==> config.mk <==
export PLATFORM = sky130hd
export DESIGN_NAME = cmsdk_mcu_mtx4x2_out_arb
export DESIGN_NICKNAME = d
export VERILOG_FILES = /design/src/rtl/cmsdk_mcu_mtx4x2_out_arb.sv
export SDC_FILE = /design/constraint.sdc
export NUM_CORES = 1
export LEC_CHECK = 0
export ABC_AREA = 1
export BUFFER_PORTS_ARGS = -buffer_cell sky130_fd_sc_hd__clkbuf_2
export CAP_MARGIN = 10
export CORE_MARGIN = 1
export CORE_UTILIZATION = 48
export CTS_CLUSTER_SIZE = 16
export DETAILED_ROUTE_END_ITERATION = 10
export GPL_TIMING_DRIVEN = 0
export PLACE_DENSITY = 0.88
export SLEW_MARGIN = 5
export SYNTH_ARGS = -nofsm -noshare
export SYNTH_HDL_FRONTEND = slang
export SYNTH_SLANG_ARGS = --single-unit
export TNS_END_PERCENT = 20
==> constraint.sdc <==
create_clock -name HCLK -period 1.9 [get_ports HCLK]
set_input_delay 0 -clock HCLK [delete_from_list [all_inputs] [get_ports HCLK]]
set_output_delay 0 -clock HCLK [all_outputs]
set_load 0.02 [all_outputs]
==> src/rtl/cmsdk_mcu_mtx4x2_out_arb.sv <==
// Output-port arbiter for the 4x2 AHB bus matrix: round-robin address-phase grant
// with fixed-length burst hold, undefined-length INCR hold and locked-sequence hold.
module cmsdk_mcu_mtx4x2_out_arb (
  input  logic        HCLK,
  input  logic        HRESET,
  input  logic [3:0]  req_in,
  input  logic [7:0]  trans_in,
  input  logic [11:0] burst_in,
  input  logic [3:0]  mastlock_in,
  input  logic        HREADYM,
  output logic [1:0]  addr_in_port,
  output logic        no_port,
  output logic [3:0]  active_in,
  output logic [1:0]  data_in_port,
  output logic        data_valid
);

  // state   | meaning
  // NOPORT  | no port owns the address phase, output drives IDLE
  // SINGLE  | port granted, next acceptance is an arbitration point (unless INCR continues)
  // BURST   | fixed-length burst in progress, beat_cnt beats still to come
  // LOCK    | locked sequence, grant held until an unlocked transfer is accepted
  typedef enum logic [1:0] {ST_NOPORT, ST_SINGLE, ST_BURST, ST_LOCK} state_t;

  localparam logic [1:0] TR_IDLE   = 2'b00;
  localparam logic [1:0] TR_BUSY   = 2'b01;
  localparam logic [1:0] TR_NONSEQ = 2'b10;
  localparam logic [1:0] TR_SEQ    = 2'b11;
  localparam logic [2:0] BU_INCR   = 3'b001;

  state_t      state_q, state_d;
  logic [1:0]  addr_q, addr_d;
  logic        no_port_q, no_port_d;
  logic [1:0]  last_q, last_d;
  logic [3:0]  cnt_q, cnt_d;
  logic [1:0]  dport_q, dport_d;
  logic        dvalid_q, dvalid_d;

  logic [1:0]  trans_a [4];
  logic [2:0]  burst_a [4];
  logic [1:0]  g_trans;
  logic [2:0]  g_burst;
  logic        g_lock;
  logic        g_req;
  logic        g_nonseq;
  logic        incr_hold;
  logic [3:0]  load;
  logic        arb;
  logic        win_found;
  logic [1:0]  win;
  logic [1:0]  idx;

  function automatic logic [3:0] beat_load(input logic [2:0] b);
    case (b)
      3'b010, 3'b011: beat_load = 4'd3;
      3'b100, 3'b101: beat_load = 4'd7;
      3'b110, 3'b111: beat_load = 4'd15;
      default:        beat_load = 4'd0;
    endcase
  endfunction

  always_comb begin
    for (int p = 0; p < 4; p++) begin
      trans_a[p] = trans_in[2*p +: 2];
      burst_a[p] = burst_in[3*p +: 3];
    end
    g_trans   = trans_a[addr_q];
    g_burst   = burst_a[addr_q];
    g_lock    = mastlock_in[addr_q];
    g_req     = req_in[addr_q];
    g_nonseq  = (g_trans == TR_NONSEQ);
    load      = beat_load(g_burst);
    // undefined-length INCR keeps the grant only while the port keeps streaming
    incr_hold = g_req && ((g_nonseq && g_burst == BU_INCR) ||
                          g_trans == TR_SEQ || g_trans == TR_BUSY);
  end

  // Round-robin search starting just after the last winner.
  always_comb begin
    win_found = 1'b0;
    win       = last_q;
    idx       = last_q;
    for (int i = 1; i <= 4; i++) begin
      idx = last_q + 2'(i);
      if (!win_found && req_in[idx]) begin
        win_found = 1'b1;
        win       = idx;
      end
    end
  end

  always_comb begin
    state_d   = state_q;
    addr_d    = addr_q;
    no_port_d = no_port_q;
    last_d    = last_q;
    cnt_d     = cnt_q;
    dport_d   = dport_q;
    dvalid_d  = dvalid_q;
    arb       = 1'b0;
    if (HREADYM) begin
      dport_d  = addr_q;
      dvalid_d = !no_port_q && g_trans[1];
      case (state_q)
        ST_NOPORT: arb = 1'b1;
        ST_LOCK: begin
          if (!g_lock) arb = 1'b1;
        end
        ST_BURST: begin
          if (g_lock) begin
            state_d = ST_LOCK;
            cnt_d   = 4'd0;
          end else if (!g_req || g_trans == TR_IDLE || g_nonseq) begin
            arb = 1'b1;
          end else if (g_trans == TR_SEQ) begin
            if (cnt_q <= 4'd1) arb = 1'b1;
            else               cnt_d = cnt_q - 4'd1;
          end
        end
        default: begin
          if (g_lock) begin
            state_d = ST_LOCK;
          end else if (g_req && g_nonseq && load != 4'd0) begin
            state_d = ST_BURST;
            cnt_d   = load;
          end else if (!incr_hold) begin
            arb = 1'b1;
          end
        end
      endcase
      if (arb) begin
        cnt_d = 4'd0;
        if (win_found) begin
          no_port_d = 1'b0;
          addr_d    = win;
          last_d    = win;
          state_d   = ST_SINGLE;
          // a terminating NONSEQ that wins its own port back starts the new burst now
          if (!no_port_q && win == addr_q && g_req && g_nonseq && load != 4'd0) begin
            state_d = ST_BURST;
            cnt_d   = load;
          end
        end else begin
          no_port_d = 1'b1;
          state_d   = ST_NOPORT;
        end
      end
    end
  end

  always_ff @(posedge HCLK or posedge HRESET) begin
    if (HRESET) begin
      state_q   <= ST_NOPORT;
      addr_q    <= 2'd0;
      no_port_q <= 1'b1;
      last_q    <= 2'd3;
      cnt_q     <= 4'd0;
      dport_q   <= 2'd0;
      dvalid_q  <= 1'b0;
    end else begin
      state_q   <= state_d;
      addr_q    <= addr_d;
      no_port_q <= no_port_d;
      last_q    <= last_d;
      cnt_q     <= cnt_d;
      dport_q   <= dport_d;
      dvalid_q  <= dvalid_d;
    end
  end

  assign addr_in_port = addr_q;
  assign no_port      = no_port_q;
  assign active_in    = no_port_q ? 4'b0000 : (4'b0001 << addr_q);
  assign data_in_port = dport_q;
  assign data_valid   = dvalid_q;

endmodule
Word-level counts from Yosys, hierarchy flattened

Index checks and enable logic that the tools add are counted.

Register bits: 14
Output and inout bits: 10

Add/subtract/negate cells: 4
Magnitude comparators: 7
Equal/unequal tests: 19
Shifts and indexed selects: 1
Multiplexer cells: 56
Bitwise gates (word level): 1
Reductions and logical operators: 34

Operators by type and width:

| cell                                                       | count |
|---|---|
| 2-to-1 mux 4 bit                                           | 10 |
| 2-to-1 mux 2 bit                                           | 12 |
| 2-to-1 mux 1 bit                                           | 20 |
| less-than comparator 2 x 3 -> 1 bit, second input constant | 5 |
| binary-select mux 1 bit (select 2 bit)                     | 6 |
| equality test 3 bit, second input constant                 | 4 |
| logical AND 1 bit                                          | 12 |
| inequality test 4 bit, second input constant               | 3 |
| one-hot mux 4 bit (3 select lines)                         | 1 |
| equality test 2 bit, second input constant                 | 4 |
| one-hot mux 4 bit (2 select lines)                         | 1 |
| OR reduction 2 bit                                         | 4 |
| AND reduction 7 bit                                        | 1 |
| binary-select mux 3 bit (select 2 bit)                     | 1 |
| equality test 3 x 2 -> 1 bit, second input constant        | 2 |
| 2-to-1 mux 3 bit                                           | 2 |
| nonzero test 3 bit                                         | 2 |
| zero test 1 bit                                            | 5 |
| adder 2 bit, second input constant                         | 2 |
| binary-select mux 2 bit (select 2 bit)                     | 1 |
| <= comparator 4 x 1 -> 1 bit, second input constant        | 1 |
| zero test 2 bit                                            | 2 |
| logical OR 1 bit                                           | 4 |
| one-hot mux 2 bit (2 select lines)                         | 1 |
| other kinds (16)                                           | 16 |

Logic depth before layout (Yosys ltp)

Depth after elaboration: 21
Depth in mapped cells: 18
Gate-level depth less buffers: 17

Worst setup path before layout

No wires, ideal clock.

Kind: register to register
From: register addr_q[1], in the netlist addr_in_port[1]
To: register cnt_q[2]
Data arrival time: 1.793 ns
Data required time: 1.784 ns
Setup slack: -0.010 ns
Stages on the path, launching flop included: 18
Clock period less this slack: 1.910 ns
Cell sequence: dfrtp_1 -> buf_6 -> inv_6 -> nor2_2 -> nand2_1 -> nand2_1 -> nor2_2 -> nand3_1 -> nor2_2 -> nor2_2 -> nand2_2 -> nand2_4 -> nand2_4 -> nand2_1 -> nand2_2 -> inv_2 -> nand2_1 -> nand2_1

Cells in the longest elaborated chain, start to end: 16
Elaborated cells on any way between the ends: 64
Classes of those cells: eq/ne: 16; mux: 27; bitwise: 1; reduce/logical: 20

RTL lines:

| element                                                                     | line | RTL |
|---|---|---|
| from (decl)                                                                 | 32   | `logic [1:0] addr_q, addr_d;` |
| from (signal assigned)                                                      | 162  | `addr_q <= addr_d;` |
| branches (longest 16 deep; another with one-hot mux 4 bit (3 select lines)) | n/a  |  |
| to (signal assigned)                                                        | 165  | `cnt_q <= cnt_d;` |
| to (decl)                                                                   | 35   | `logic [3:0] cnt_q, cnt_d;` |

Several ways; the timed one is not identified. The select of a mux whose other input is x is not followed.
A chain may end at the register's enable or synchronous reset.

Worst setup path in the final report

From: register last_q[0]
To: register cnt_q[3]

Cells in the longest elaborated chain, start to end: 21
Elaborated cells on any way between the ends: 33
Classes of those cells: add/sub: 3; eq/ne: 1; mux: 19; reduce/logical: 10

RTL lines:

| element                                | line | RTL |
|---|---|---|
| from (decl)                            | 34   | `logic [1:0] last_q, last_d;` |
| from (signal assigned)                 | 164  | `last_q <= last_d;` |
| adder 2 x 1 -> 2 bit                   | 84   | `idx = last_q + 2'(i);` |
| binary-select mux 1 bit (select 2 bit) | 85   | `if (!win_found && req_in[idx]) begin` |
| 2-to-1 mux 1 bit (implied by the code) | 85   |  |
| 2-to-1 mux 1 bit                       | 85   |  |
| zero test 1 bit                        | 85   |  |
| logical AND 1 bit                      | 85   |  |
| 2-to-1 mux 1 bit                       | 85   |  |
| zero test 1 bit                        | 85   |  |
| [... 2 more ...]                       | n/a  |  |
| zero test 1 bit                        | 85   |  |
| logical AND 1 bit                      | 85   |  |
| 2-to-1 mux 2 bit                       | 85   |  |
| equality test 2 bit                    | 139  | `if (!no_port_q && win == addr_q && g_req && g_nonseq && load != 4'd0) begin` |
| logical AND 1 bit (4 in series)        | 139  |  |
| 2-to-1 mux 4 bit                       | 139  |  |
| 2-to-1 mux 4 bit *                     | 133  | `if (win_found) begin` |
| 2-to-1 mux 4 bit *                     | 131  | `if (arb) begin` |

Every way passes the cells marked *; elsewhere a longest branch is shown, timed or not. The select of a mux whose other input is x is not followed.

==> impl_metrics.tcl <==
set metrics [dict create \
    grt_pass1_vias 1659 \
    synth_top_family_by_area "simple AND/OR/NAND/NOR gates" \
    nFillCells 237 \
    die_w_um 58.4 \
    power_frac_clock 0.052 \
    n_antenna_cell 0 \
    path_cells "buf_4 -> buf_4 -> nand2_1 -> and2_1 -> nor2_1 -> nand2_1 -> nand3_2 -> nand2_1 -> nand2_1 -> nand3_2 -> nor2_4 -> nand3_1 -> nand2_1 -> nand2_1 -> nand2_1" \
    drive_gt1_frac 0.395 \
    cts_tree "yes" \
    io_buffer_count 40 \
    gp_congestion 0.932 \
    slowest_stage "dfstp_2" \
    synth_top_area_frac 0.285 \
    p_leak_nw 1.16 \
    final.min_clock_period_ns 2.06 \
    drtIter0Drc 111 \
    final_nets 349 \
    ios 41 \
    layout_commonest_cell "nand2_1" \
    setup_viol 10 \
    synth_fa_ha_area_frac 0.0492 \
    cpPeakStageDelay_ns 0.57 \
    firstDrtPassIters 5 \
    cts_root_buf "clkbuf_4" \
    crit_fanout 5 \
    cp-end-kind "flip-flop" \
    p_switching_w 0.00236 \
    hold_slack_ns 0.00899 \
    dp_hpwl_um 2910 \
    ys_ff_latch 14 \
    fin_skew_ns 0.00925 \
    grt_max_degree 15 \
    drcViolationCount 0 \
    cap_violations 0 \
    yosys.area_share.xor_xnor 0.0172 \
    dp.cells 337 \
    status "finished, violations left" \
    p_sw_frac 0.553 \
    power.internal_w 0.00191 \
    syn_inst 253 \
    syn_nets 290 \
    cts_sinks 14 \
    cts_buffer_depth 2 \
    wl_um 4370 \
    numCtsBuffers 3 \
    crit_path_frequent_cell "nand2_1" \
    power.density_nw_per_um2 2020 \
    slew_viol_final 0 \
    synthFlopType "dfrtp_1" \
    synth-edff-count 0 \
    mostFrequentLayoutCells "nand2_1, clkbuf_2, nand2_2" \
    finalCritPeriodShare 1.08 \
    antenna_found_initial 0 \
    syn2layout_area_growth_pct 38.3 \
    grt_pass1_wl_um 6820 \
    dieArea_um2 3410 \
    ir_worst_vdd_uv 933 \
    coreArea_um2 3030 \
    grt_util_all_layers 0.259 \
    seq_area_frac_synth 0.232 \
    combPwrFrac 0.814 \
    yosys_warnings 0 \
    fin_area_um2 2110 \
    ys_top_cells_by_area "nand2_1, dfrtp_1, o21ai_0" \
    async_flop_share 1.00 \
    clock_latency_ns 0.29 \
    synth_compound_area_frac 0.0951 \
    rsz0062_at_grt "true" \
    stdcell_count 355 \
    clk_pin_slew_ns 0.09 \
    max_freq_mhz 485 \
    htreeDepth 1 \
    die_y_um 58.4 \
    start_util 0.504 \
    place_area_um2 1780 \
    avgSynthCellArea_um2 6.03 \
    final_hold_viol_count 0 \
    ant_nets 0 \
    worstPathRequired_ns 2.12 \
    viasPerCell 5.12 \
    worst_slack_ns -0.160 \
    criticalPathCategory "reg2reg" \
    pwr-share-seq 0.135 \
    post-place-ws_ns -0.236 \
    synth.area.mux_share 0 \
    slew_headroom 0.641 \
    tightestPinTransition_ns 0.538 \
    crit_arrival_ns 2.28 \
    yosys.area_share.simple 0.522 \
    routedWlPerCell_um 12.3 \
    synth_top_area_cell "nand2_1" \
    violations "negative setup slack" \
    hold_class "in2reg" \
    synth_area_um2 1530 \
    start_kind "flip-flop" \
    num_vias 1819 \
    num_rows 20 \
    overflow 0 \
    synth_cell_types 30 \
]
[state kept, by name, summed over array words and instances (netlist names)]
| name | count |
|---|---|
| cnt_q | 4 |
| addr_in_port | 2 |
| data_in_port | 2 |
| last_q | 2 |
| state_q | 2 |
| data_valid | 1 |
| no_port | 1 |
[repair_timing]
item                                    in CTS  in global routing
hold endpoints to repair                    11                  0
setup buffers                               10                  2
hold buffers                                 1                  0
pin swaps                                   10                  5
gates resized for setup                     29                 16
gates cloned                                 2                  0
endpoints found under the setup margin      10                 11
[critical path: cells and delay by family (launching register included)]
family | cells | cell delay (ns)
buffers and inverters | 2 | 0.21
AND/OR/NAND/NOR | 13 | 1.23
flip-flops | 1 | 0.57
[logic make-up (layout without fill, tap and decap cells)]
group,after synthesis,in the layout
AOI/OAI and AO/OA,27,27
DFF,14,14
xor gates and xnor gates,3,3
buffers and inverters,27,85
adders and majority gates,6,6
and+or+nand+nor,176,176
[cells in the mapped netlist (4+ instances only)]
master and n:
nand3_1 13, nor3_1 5, ha_1 6, nor2_2 7
nand2_2 8, a21oi_1 6, nand2_1 116, o21ai_0 17
inv_1 18, nor2_1 15, nand2_4 4, dfrtp_1 11
[per-stage QoR]
stage | util | TNS [ns] | total power, W
floorplan | - | 0 | 0.00270
global placement | 0.589 | -1.71 | 0.00318
detailed placement | 0.589 | -1.81 | 0.00323
CTS | 0.676 | -0.526 | 0.00399
global route | 0.697 | -2.69 | 0.00466
finish | 0.697 | -1.29 | 0.00427
[path summary, 6_finish.rpt]
path / depth (start not counted) / slack [ns] / start / endpoint
worst max-delay path: 15 / -0.16 / last_q[0] / cnt_q[3]
worst min-delay path: 3 / 0.009 / HREADYM / no_port
worst max register to register: 15 / -0.16 / last_q[0] / cnt_q[3]
worst min register to register: 2 / 0.50 / data_valid / data_valid
max in group asynchronous: 3 / 1.25 / HRESET / addr_in_port[0]
min in group asynchronous: 3 / 0.26 / HRESET / data_in_port[0]
[routing by layer]
layer / global-route usage / vias to the layer above / routed length, µm
met1: 0.319 / 788 / 1870
met4: 0.0884 / 0 / 98
met2: 0.468 / 95 / 2060
met5: 0 / - / 0
met3: 0.0286 / 15 / 347
li1: - / 921 / -
[power groups by stage]
stage	registers [W]	logic (W)	clock network (W)
final	0.000574	0.00347	0.000220
after global routing	0.000591	0.00383	0.000237
after CTS	0.000576	0.00319	0.000221
after detailed placement	0.000573	0.00266	0
after global placement	0.000571	0.00261	0
after floorplan	0.000612	0.00209	0
[area by class of cell]
class | instances | area [µm²] | share of cell area
Tap cell | 44 | 55.1 | 0.0261
Sequential cell | 14 | 357 | 0.169
Multi-Input combinational cell | 212 | 1170 | 0.555
Clock buffer | 4 | 36.3 | 0.0172
Timing Repair Buffer | 55 | 353 | 0.167
Buffer | 3 | 42.5 | 0.0202
Inverter | 23 | 96.3 | 0.0456
Power figures use the tool's default switching activity.
